==> config.mk <==
export PLATFORM = sky130hd
export DESIGN_NAME = bcd_time_counter
export DESIGN_NICKNAME = d
export VERILOG_FILES = /design/src/rtl/bcd_time_pkg.sv /design/src/rtl/bcd_digit_counter.sv /design/src/rtl/bcd_time_counter.sv
export SDC_FILE = /design/constraint.sdc
export NUM_CORES = 1
export LEC_CHECK = 0
export CORE_MARGIN = 2
export CORE_UTILIZATION = 54
export CTS_BUF_LIST = sky130_fd_sc_hd__clkbuf_8
export CTS_CLUSTER_DIAMETER = 80
export CTS_CLUSTER_SIZE = 16
export DETAILED_ROUTE_END_ITERATION = 10
export PLACE_DENSITY = 0.91
export SETUP_SLACK_MARGIN = 0.4
export SLEW_MARGIN = 20
export SYNTH_ARGS = -nofsm -noshare
export SYNTH_HDL_FRONTEND = slang
export SYNTH_SLANG_ARGS = --single-unit
==> constraint.sdc <==
create_clock -name clk -period 3.4 [get_ports clk]
set_input_delay 0.51 -clock clk [delete_from_list [all_inputs] [get_ports clk]]
set_output_delay 0.51 -clock clk [all_outputs]
set_load 0.02 [all_outputs]
==> src/rtl/bcd_time_pkg.sv <==
// bcd_time_pkg: shared types, digit limits and the preset validity check
// for the bcd_time_counter slice.
package bcd_time_pkg;

    typedef logic [3:0] bcd_t;

    localparam bcd_t MS_DIGIT_MAX        = 4'd9;
    localparam bcd_t MS_TENS_MAX         = 4'd5;
    localparam bcd_t HOURS_MAX_TENS      = 4'd2;
    localparam bcd_t HOURS_MAX_ONES_AT_2 = 4'd3;

    // True when the preset is a legal 24-hour HH:MM:SS value.
    function automatic logic bcd_time_valid(
        input bcd_t h1, input bcd_t h0,
        input bcd_t m1, input bcd_t m0,
        input bcd_t s1, input bcd_t s0
    );
        logic ok;
        ok = (h0 <= MS_DIGIT_MAX) && (m0 <= MS_DIGIT_MAX) && (s0 <= MS_DIGIT_MAX) &&
             (m1 <= MS_TENS_MAX) && (s1 <= MS_TENS_MAX) &&
             ((h1 < HOURS_MAX_TENS) ||
              ((h1 == HOURS_MAX_TENS) && (h0 <= HOURS_MAX_ONES_AT_2)));
        return ok;
    endfunction

endpackage

==> src/rtl/bcd_digit_counter.sv <==
// bcd_digit_counter: one BCD digit counting 0..MAX_VAL.
//   clk, rst_n   clock / async active-low reset
//   zero         synchronous clear to 0 (highest priority)
//   load         synchronous load of load_val
//   en           carry-in; advances the digit by one
//   digit        registered digit value
//   carry_out    en while the digit sits at MAX_VAL (combinational, for the chain)
module bcd_digit_counter
    import bcd_time_pkg::*;
#(
    parameter bcd_t MAX_VAL = MS_DIGIT_MAX
) (
    input  logic clk,
    input  logic rst_n,
    input  logic zero,
    input  logic load,
    input  bcd_t load_val,
    input  logic en,
    output bcd_t digit,
    output logic carry_out
);

    bcd_t digit_q, digit_d;

    always_comb begin
        digit_d = digit_q;
        if (zero) begin
            digit_d = '0;
        end else if (load) begin
            digit_d = load_val;
        end else if (en) begin
            digit_d = (digit_q == MAX_VAL) ? '0 : digit_q + 4'd1;
        end
    end

    always_ff @(posedge clk or negedge rst_n) begin
        if (!rst_n) digit_q <= '0;
        else        digit_q <= digit_d;
    end

    assign digit     = digit_q;
    assign carry_out = en && (digit_q == MAX_VAL);

endmodule

==> src/rtl/bcd_time_counter.sv <==
// bcd_time_counter: 24-hour HH:MM:SS.mmm BCD time-of-day counter advanced by
// an internal CLK_HZ/TICK_HZ prescaler.
//   run            level enable for prescaler and count
//   clear          zeroes time and prescaler (beats load and increment)
//   load, load_*   validated HH:MM:SS preset; ms and prescaler zeroed on accept
//   hours*..milliseconds*  registered BCD digits
//   tick           pulse per counted increment
//   day_wrap       pulse on 23:59:59.999 -> 00:00:00.000
//   load_err       pulse when a preset is rejected
//   lap_hold       only with BCD_TIME_LAP_EN: freezes displayed digits
// Optional feature macro: BCD_TIME_LAP_EN.
module bcd_time_counter
    import bcd_time_pkg::*;
#(
    parameter int unsigned CLK_HZ  = 100_000_000,
    parameter int unsigned TICK_HZ = 1000
) (
    input  logic       clk,
    input  logic       rst_n,
    input  logic       run,
    input  logic       clear,
    input  logic       load,
    input  logic [3:0] load_hours1,
    input  logic [3:0] load_hours0,
    input  logic [3:0] load_minutes1,
    input  logic [3:0] load_minutes0,
    input  logic [3:0] load_seconds1,
    input  logic [3:0] load_seconds0,
`ifdef BCD_TIME_LAP_EN
    input  logic       lap_hold,
`endif
    output logic [3:0] hours1,
    output logic [3:0] hours0,
    output logic [3:0] minutes1,
    output logic [3:0] minutes0,
    output logic [3:0] seconds1,
    output logic [3:0] seconds0,
    output logic [3:0] milliseconds2,
    output logic [3:0] milliseconds1,
    output logic [3:0] milliseconds0,
    output logic       tick,
    output logic       day_wrap,
    output logic       load_err
);

    localparam int unsigned DIV = CLK_HZ / TICK_HZ;
    localparam int unsigned PW  = (DIV > 1) ? $clog2(DIV) : 1;

    logic [PW-1:0] presc_q, presc_d;
    logic          load_ok, load_acc, inc, hour_en, hour_at_max;
    logic          c_ms0, c_ms1, c_ms2, c_s0, c_s1, c_m0, c_m1;
    bcd_t          ms0, ms1, ms2, s0, s1, m0, m1;
    bcd_t          h1_q, h1_d, h0_q, h0_d;
    logic          tick_q, day_wrap_q, load_err_q;

    assign load_ok  = bcd_time_valid(load_hours1, load_hours0, load_minutes1,
                                     load_minutes0, load_seconds1, load_seconds0);
    assign load_acc = load && !clear && load_ok;
    // Any clear or load cycle swallows a coincident increment.
    assign inc      = run && !clear && !load && (presc_q == PW'(DIV - 1));

    always_comb begin
        presc_d = presc_q;
        if (clear || load_acc) begin
            presc_d = '0;
        end else if (run && !load) begin
            presc_d = (presc_q == PW'(DIV - 1)) ? '0 : presc_q + PW'(1);
        end
    end

    bcd_digit_counter #(.MAX_VAL(MS_DIGIT_MAX)) u_ms0 (
        .clk(clk), .rst_n(rst_n), .zero(clear || load_acc), .load(1'b0), .load_val('0),
        .en(inc), .digit(ms0), .carry_out(c_ms0));
    bcd_digit_counter #(.MAX_VAL(MS_DIGIT_MAX)) u_ms1 (
        .clk(clk), .rst_n(rst_n), .zero(clear || load_acc), .load(1'b0), .load_val('0),
        .en(c_ms0), .digit(ms1), .carry_out(c_ms1));
    bcd_digit_counter #(.MAX_VAL(MS_DIGIT_MAX)) u_ms2 (
        .clk(clk), .rst_n(rst_n), .zero(clear || load_acc), .load(1'b0), .load_val('0),
        .en(c_ms1), .digit(ms2), .carry_out(c_ms2));
    bcd_digit_counter #(.MAX_VAL(MS_DIGIT_MAX)) u_s0 (
        .clk(clk), .rst_n(rst_n), .zero(clear), .load(load_acc), .load_val(load_seconds0),
        .en(c_ms2), .digit(s0), .carry_out(c_s0));
    bcd_digit_counter #(.MAX_VAL(MS_TENS_MAX)) u_s1 (
        .clk(clk), .rst_n(rst_n), .zero(clear), .load(load_acc), .load_val(load_seconds1),
        .en(c_s0), .digit(s1), .carry_out(c_s1));
    bcd_digit_counter #(.MAX_VAL(MS_DIGIT_MAX)) u_m0 (
        .clk(clk), .rst_n(rst_n), .zero(clear), .load(load_acc), .load_val(load_minutes0),
        .en(c_s1), .digit(m0), .carry_out(c_m0));
    bcd_digit_counter #(.MAX_VAL(MS_TENS_MAX)) u_m1 (
        .clk(clk), .rst_n(rst_n), .zero(clear), .load(load_acc), .load_val(load_minutes1),
        .en(c_m0), .digit(m1), .carry_out(c_m1));

    assign hour_en     = c_m1;
    assign hour_at_max = (h1_q == HOURS_MAX_TENS) && (h0_q == HOURS_MAX_ONES_AT_2);

    always_comb begin
        h1_d = h1_q;
        h0_d = h0_q;
        if (clear) begin
            h1_d = '0;
            h0_d = '0;
        end else if (load_acc) begin
            h1_d = load_hours1;
            h0_d = load_hours0;
        end else if (hour_en) begin
            if (hour_at_max) begin
                h1_d = '0;
                h0_d = '0;
            end else if (h0_q == MS_DIGIT_MAX) begin
                h1_d = h1_q + 4'd1;
                h0_d = '0;
            end else begin
                h0_d = h0_q + 4'd1;
            end
        end
    end

    always_ff @(posedge clk or negedge rst_n) begin
        if (!rst_n) begin
            presc_q    <= '0;
            h1_q       <= '0;
            h0_q       <= '0;
            tick_q     <= 1'b0;
            day_wrap_q <= 1'b0;
            load_err_q <= 1'b0;
        end else begin
            presc_q    <= presc_d;
            h1_q       <= h1_d;
            h0_q       <= h0_d;
            tick_q     <= inc;
            day_wrap_q <= hour_en && hour_at_max;
            load_err_q <= load && !clear && !load_ok;
        end
    end

    assign tick     = tick_q;
    assign day_wrap = day_wrap_q;
    assign load_err = load_err_q;

    logic [35:0] live;
    assign live = {h1_q, h0_q, m1, m0, s1, s0, ms2, ms1, ms0};

`ifdef BCD_TIME_LAP_EN
    // shadow_q keeps following the live count until the first held cycle has
    // been registered in lap_q, so it captures the value shown when lap_hold rose.
    logic [35:0] shadow_q;
    logic        lap_q;

    always_ff @(posedge clk or negedge rst_n) begin
        if (!rst_n) begin
            shadow_q <= '0;
            lap_q    <= 1'b0;
        end else begin
            shadow_q <= lap_q ? shadow_q : live;
            lap_q    <= lap_hold;
        end
    end

    assign {hours1, hours0, minutes1, minutes0, seconds1, seconds0,
            milliseconds2, milliseconds1, milliseconds0} = lap_q ? shadow_q : live;
`else
    assign {hours1, hours0, minutes1, minutes0, seconds1, seconds0,
            milliseconds2, milliseconds1, milliseconds0} = live;
`endif

endmodule
==> impl_metrics.tcl <==
set metrics [dict create \
    status "finished clean" \
    synth_ff_type "dfrtp_1" \
    grt_setup_unrepaired "no" \
    fin_util_pct 71.9 \
    startpoint_type "flop" \
    tightest_slew_ns 0.714 \
    clock.fmax_mhz 357 \
    required_ns 3.60 \
    setup_viol 0 \
    h-tree-depth 2 \
    synth_area_per_cell_sq_um 8.95 \
    wirelength_mm 8.96 \
    hold_class "primary input to asynchronous set/reset pin" \
    vdd.ir_drop.worst_mv 0.210 \
    insertion_delay_ns 0.31 \
    cpMaxStageDelayCell "or4b_1" \
    design.die.area_sq_um 6960 \
    seq_area_frac_synth_pct 41.1 \
    via_per_inst 6.27 \
    vias 3327 \
    io_buffers 67 \
    final.period_utilization_pct 82.4 \
    critPathKind "flop to flop" \
    min_period_ns 2.80 \
    maxCapViolations 0 \
    grt_overflow 0 \
    cts_sinks 56 \
    final_max_slew_viol_count 0 \
    synth_edf_count 0 \
    remaining_drc_errors 0 \
    cts_tree "built" \
    synth-seq-cells 56 \
    dp_hpwl_mm 6.61 \
    antenna_found_initial 0 \
    die_h_um 83.4 \
    grt_pass1_wl_mm 15.4 \
    drive_gt1_share_pct 7.24 \
    arrival_ns 3.00 \
    setup-tns-final_ns 0 \
    rows 28 \
    cp-end-kind "flop" \
    coreArea_sq_um 6030 \
    syn_to_final_growth_pct 27.1 \
    grt_pass1_vias 3277 \
    netlist_area_sq_um 3410 \
    hold_viol_final 0 \
    drtIter0Drc 255 \
    syn-instance-count 381 \
    cpPeakStageDelay_ns 0.57 \
    gp_congestion 0.916 \
    yosysWarnings 0 \
    timing.hold.ws_ns 0.314 \
    crit_chain "ha_1 > nand3_2 > or4_4 > or4b_1 > or3_4 > nand2_2 > mux2_1" \
    cts_made_buffers 5 \
    holdBufCountCts 0 \
    leakagePower_nw 1.69 \
    io_pins 68 \
    p_per_area_nw_per_um2 305 \
    synth_nets 421 \
    crit_fanout 5 \
    die_width_um 83.4 \
    initial_core_util_pct 56.6 \
    path_clk_slew_ns 0.09 \
    cp_num_buf_inv 0 \
    clock_skew_ns 0.0159 \
    fin_ws_ns 0.598 \
    cts_root_buf "clkbuf_8" \
    wl_per_cell_um 16.9 \
    track_usage_pct 26.5 \
    pre_cts_ws_ns 0.381 \
    ant_nets 0 \
    slew_headroom_pct 52.4 \
    cts_buffer_depth 2 \
    synthArstFlopShare_pct 100 \
    finalNetCount 495 \
    diodes 0 \
    grt_max_degree 57 \
    yosysUniqueCellTypes 57 \
    dr.pass1.iters 5 \
    crit_family "simple AND/OR/NAND/NOR gates" \
]
[through the flow]
stage | instance area [sq um] | total power [mW] | instances
global placement | 4210 | 0.899 | 523
detailed placement | 4210 | 0.904 | 523
finish | 4330 | 1.32 | 531
floorplan | 3410 | 0.796 | 381
CTS | 4320 | 1.33 | 531
global route | 4330 | 1.38 | 531
[power by group]
group	internal, mW	switching [mW]	leakage (nW)	total, mW
combinational	0.0880	0.103	0.859	0.191
clock	0.216	0.213	0.0593	0.429
sequential	0.680	0.0221	0.771	0.702
[placed cells by master (no fill, tap or decap), drive strengths merged, types with 3 or more instances in the layout]
| cell type | netlist | final |
|---|---|---|
| nand4 | 7 | 7 |
| nand2b | 5 | 5 |
| and2 | 4 | 4 |
| ha | 11 | 11 |
| o31ai | 4 | 4 |
| nor4bb | 3 | 3 |
| nand3 | 18 | 18 |
| o22ai | 3 | 3 |
| inv | 17 | 18 |
| dfrtp | 56 | 56 |
| a21oi | 28 | 28 |
| nand2 | 33 | 33 |
| xor2 | 4 | 4 |
| nor4 | 12 | 12 |
| nor2 | 35 | 35 |
| a211oi | 4 | 4 |
| nor3 | 11 | 11 |
| or4 | 6 | 6 |
| nor2b | 4 | 4 |
| clkdlybuf4s50 | 0 | 66 |
| or3 | 7 | 7 |
| o21ai | 24 | 24 |
| mux2i | 9 | 9 |
| o41ai | 3 | 3 |
| nand3b | 3 | 3 |
| xnor2 | 15 | 15 |
| clkbuf | 10 | 5 |
| or3b | 4 | 4 |
| a22oi | 6 | 6 |
| nor4b | 6 | 6 |
| buf | 2 | 13 |
[final cells by class]
class / count / area, sq um
Clock buffer: 5 / 68.8
Timing Repair Buffer: 79 / 756
Inverter: 17 / 63.8
Multi-Input combinational cell: 296 / 1910
Clock inverter: 3 / 38.8
Fill cell: 449 / 1690
Tap cell: 75 / 93.8
Sequential cell: 56 / 1400
[registers in the layout, summed over array words and instances (netlist names)]
signal,count
day_wrap,1
hours0,4
hours1,4
load_err,1
presc_q,17
tick,1
u_m0.digit,4
u_m1.digit,4
u_ms0.digit,4
u_ms1.digit,4
u_ms2.digit,4
u_s0.digit,4
u_s1.digit,4
[cells in the mapped netlist, types with 6 or more instances]
cell type,instances,area (sq um)
dfrtp_1,56,1400
nor2_1,35,131
nand2_1,32,120
a21oi_1,28,140
o21ai_0,23,115
inv_1,17,63.8
nand3_1,17,85.1
xnor2_1,15,131
ha_1,11,138
nor3_1,11,55.1
clkbuf_1,10,37.5
mux2i_1,9,90.1
nor4_1,9,56.3
nand4_1,7,43.8
a22oi_1,6,45.0
nor4b_1,6,52.6
or3_1,6,37.5
[routing by layer]
metal | wire length [um] | vias up | share of wire, % | track usage (%)
li1 | - | 1543 | - | -
met1 | 3840 | 1616 | 43 | 35.8
met2 | 4380 | 148 | 49 | 44.2
met3 | 555 | 20 | 6.2 | 4.37
met4 | 182 | 0 | 2.0 | 7.77
met5 | 0 | - | 0 | 0
[repair_timing]
action,in CTS,in global routing
setup buffers,0,0
setup endpoints to repair,0,4
gates resized for setup,0,2
[worst paths after layout]
check | start | endpoint | slack [ns] | depth (start not counted)
setup / recovery | presc_q[0]$_DFFE_PN0P_ | u_s0.digit[3]$_DFFE_PN0P_ | 0.60 | 7
hold / removal | rst_n | u_s0.digit[1]$_DFFE_PN0P_ | 0.31 | 2
setup reg to reg | presc_q[0]$_DFFE_PN0P_ | u_s0.digit[3]$_DFFE_PN0P_ | 0.60 | 7
hold reg to reg | hours1[3]$_DFFE_PN0P_ | hours1[3]$_DFFE_PN0P_ | 0.56 | 1
max in group asynchronous | rst_n | hours1[3]$_DFFE_PN0P_ | 2.59 | 2
min in group clk | hours1[3]$_DFFE_PN0P_ | hours1[3]$_DFFE_PN0P_ | 0.56 | 1
[cells by family (layout without fill, tap and decap cells)]
kind of cell / count (synthesis) / after routing / share of synthesized area (%)
and+or+nand+nor: 174 / 174 / 29.4
AOI/OAI and AO/OA: 82 / 82 / 14.3
DFF: 56 / 56 / 41.1
buffers and inverters: 29 / 104 / 3.34
xor gates and xnor gates: 19 / 19 / 4.88
adders and majority gates: 11 / 11 / 4.04
muxes: 10 / 10 / 2.97
Power figures use the tool's default switching activity.
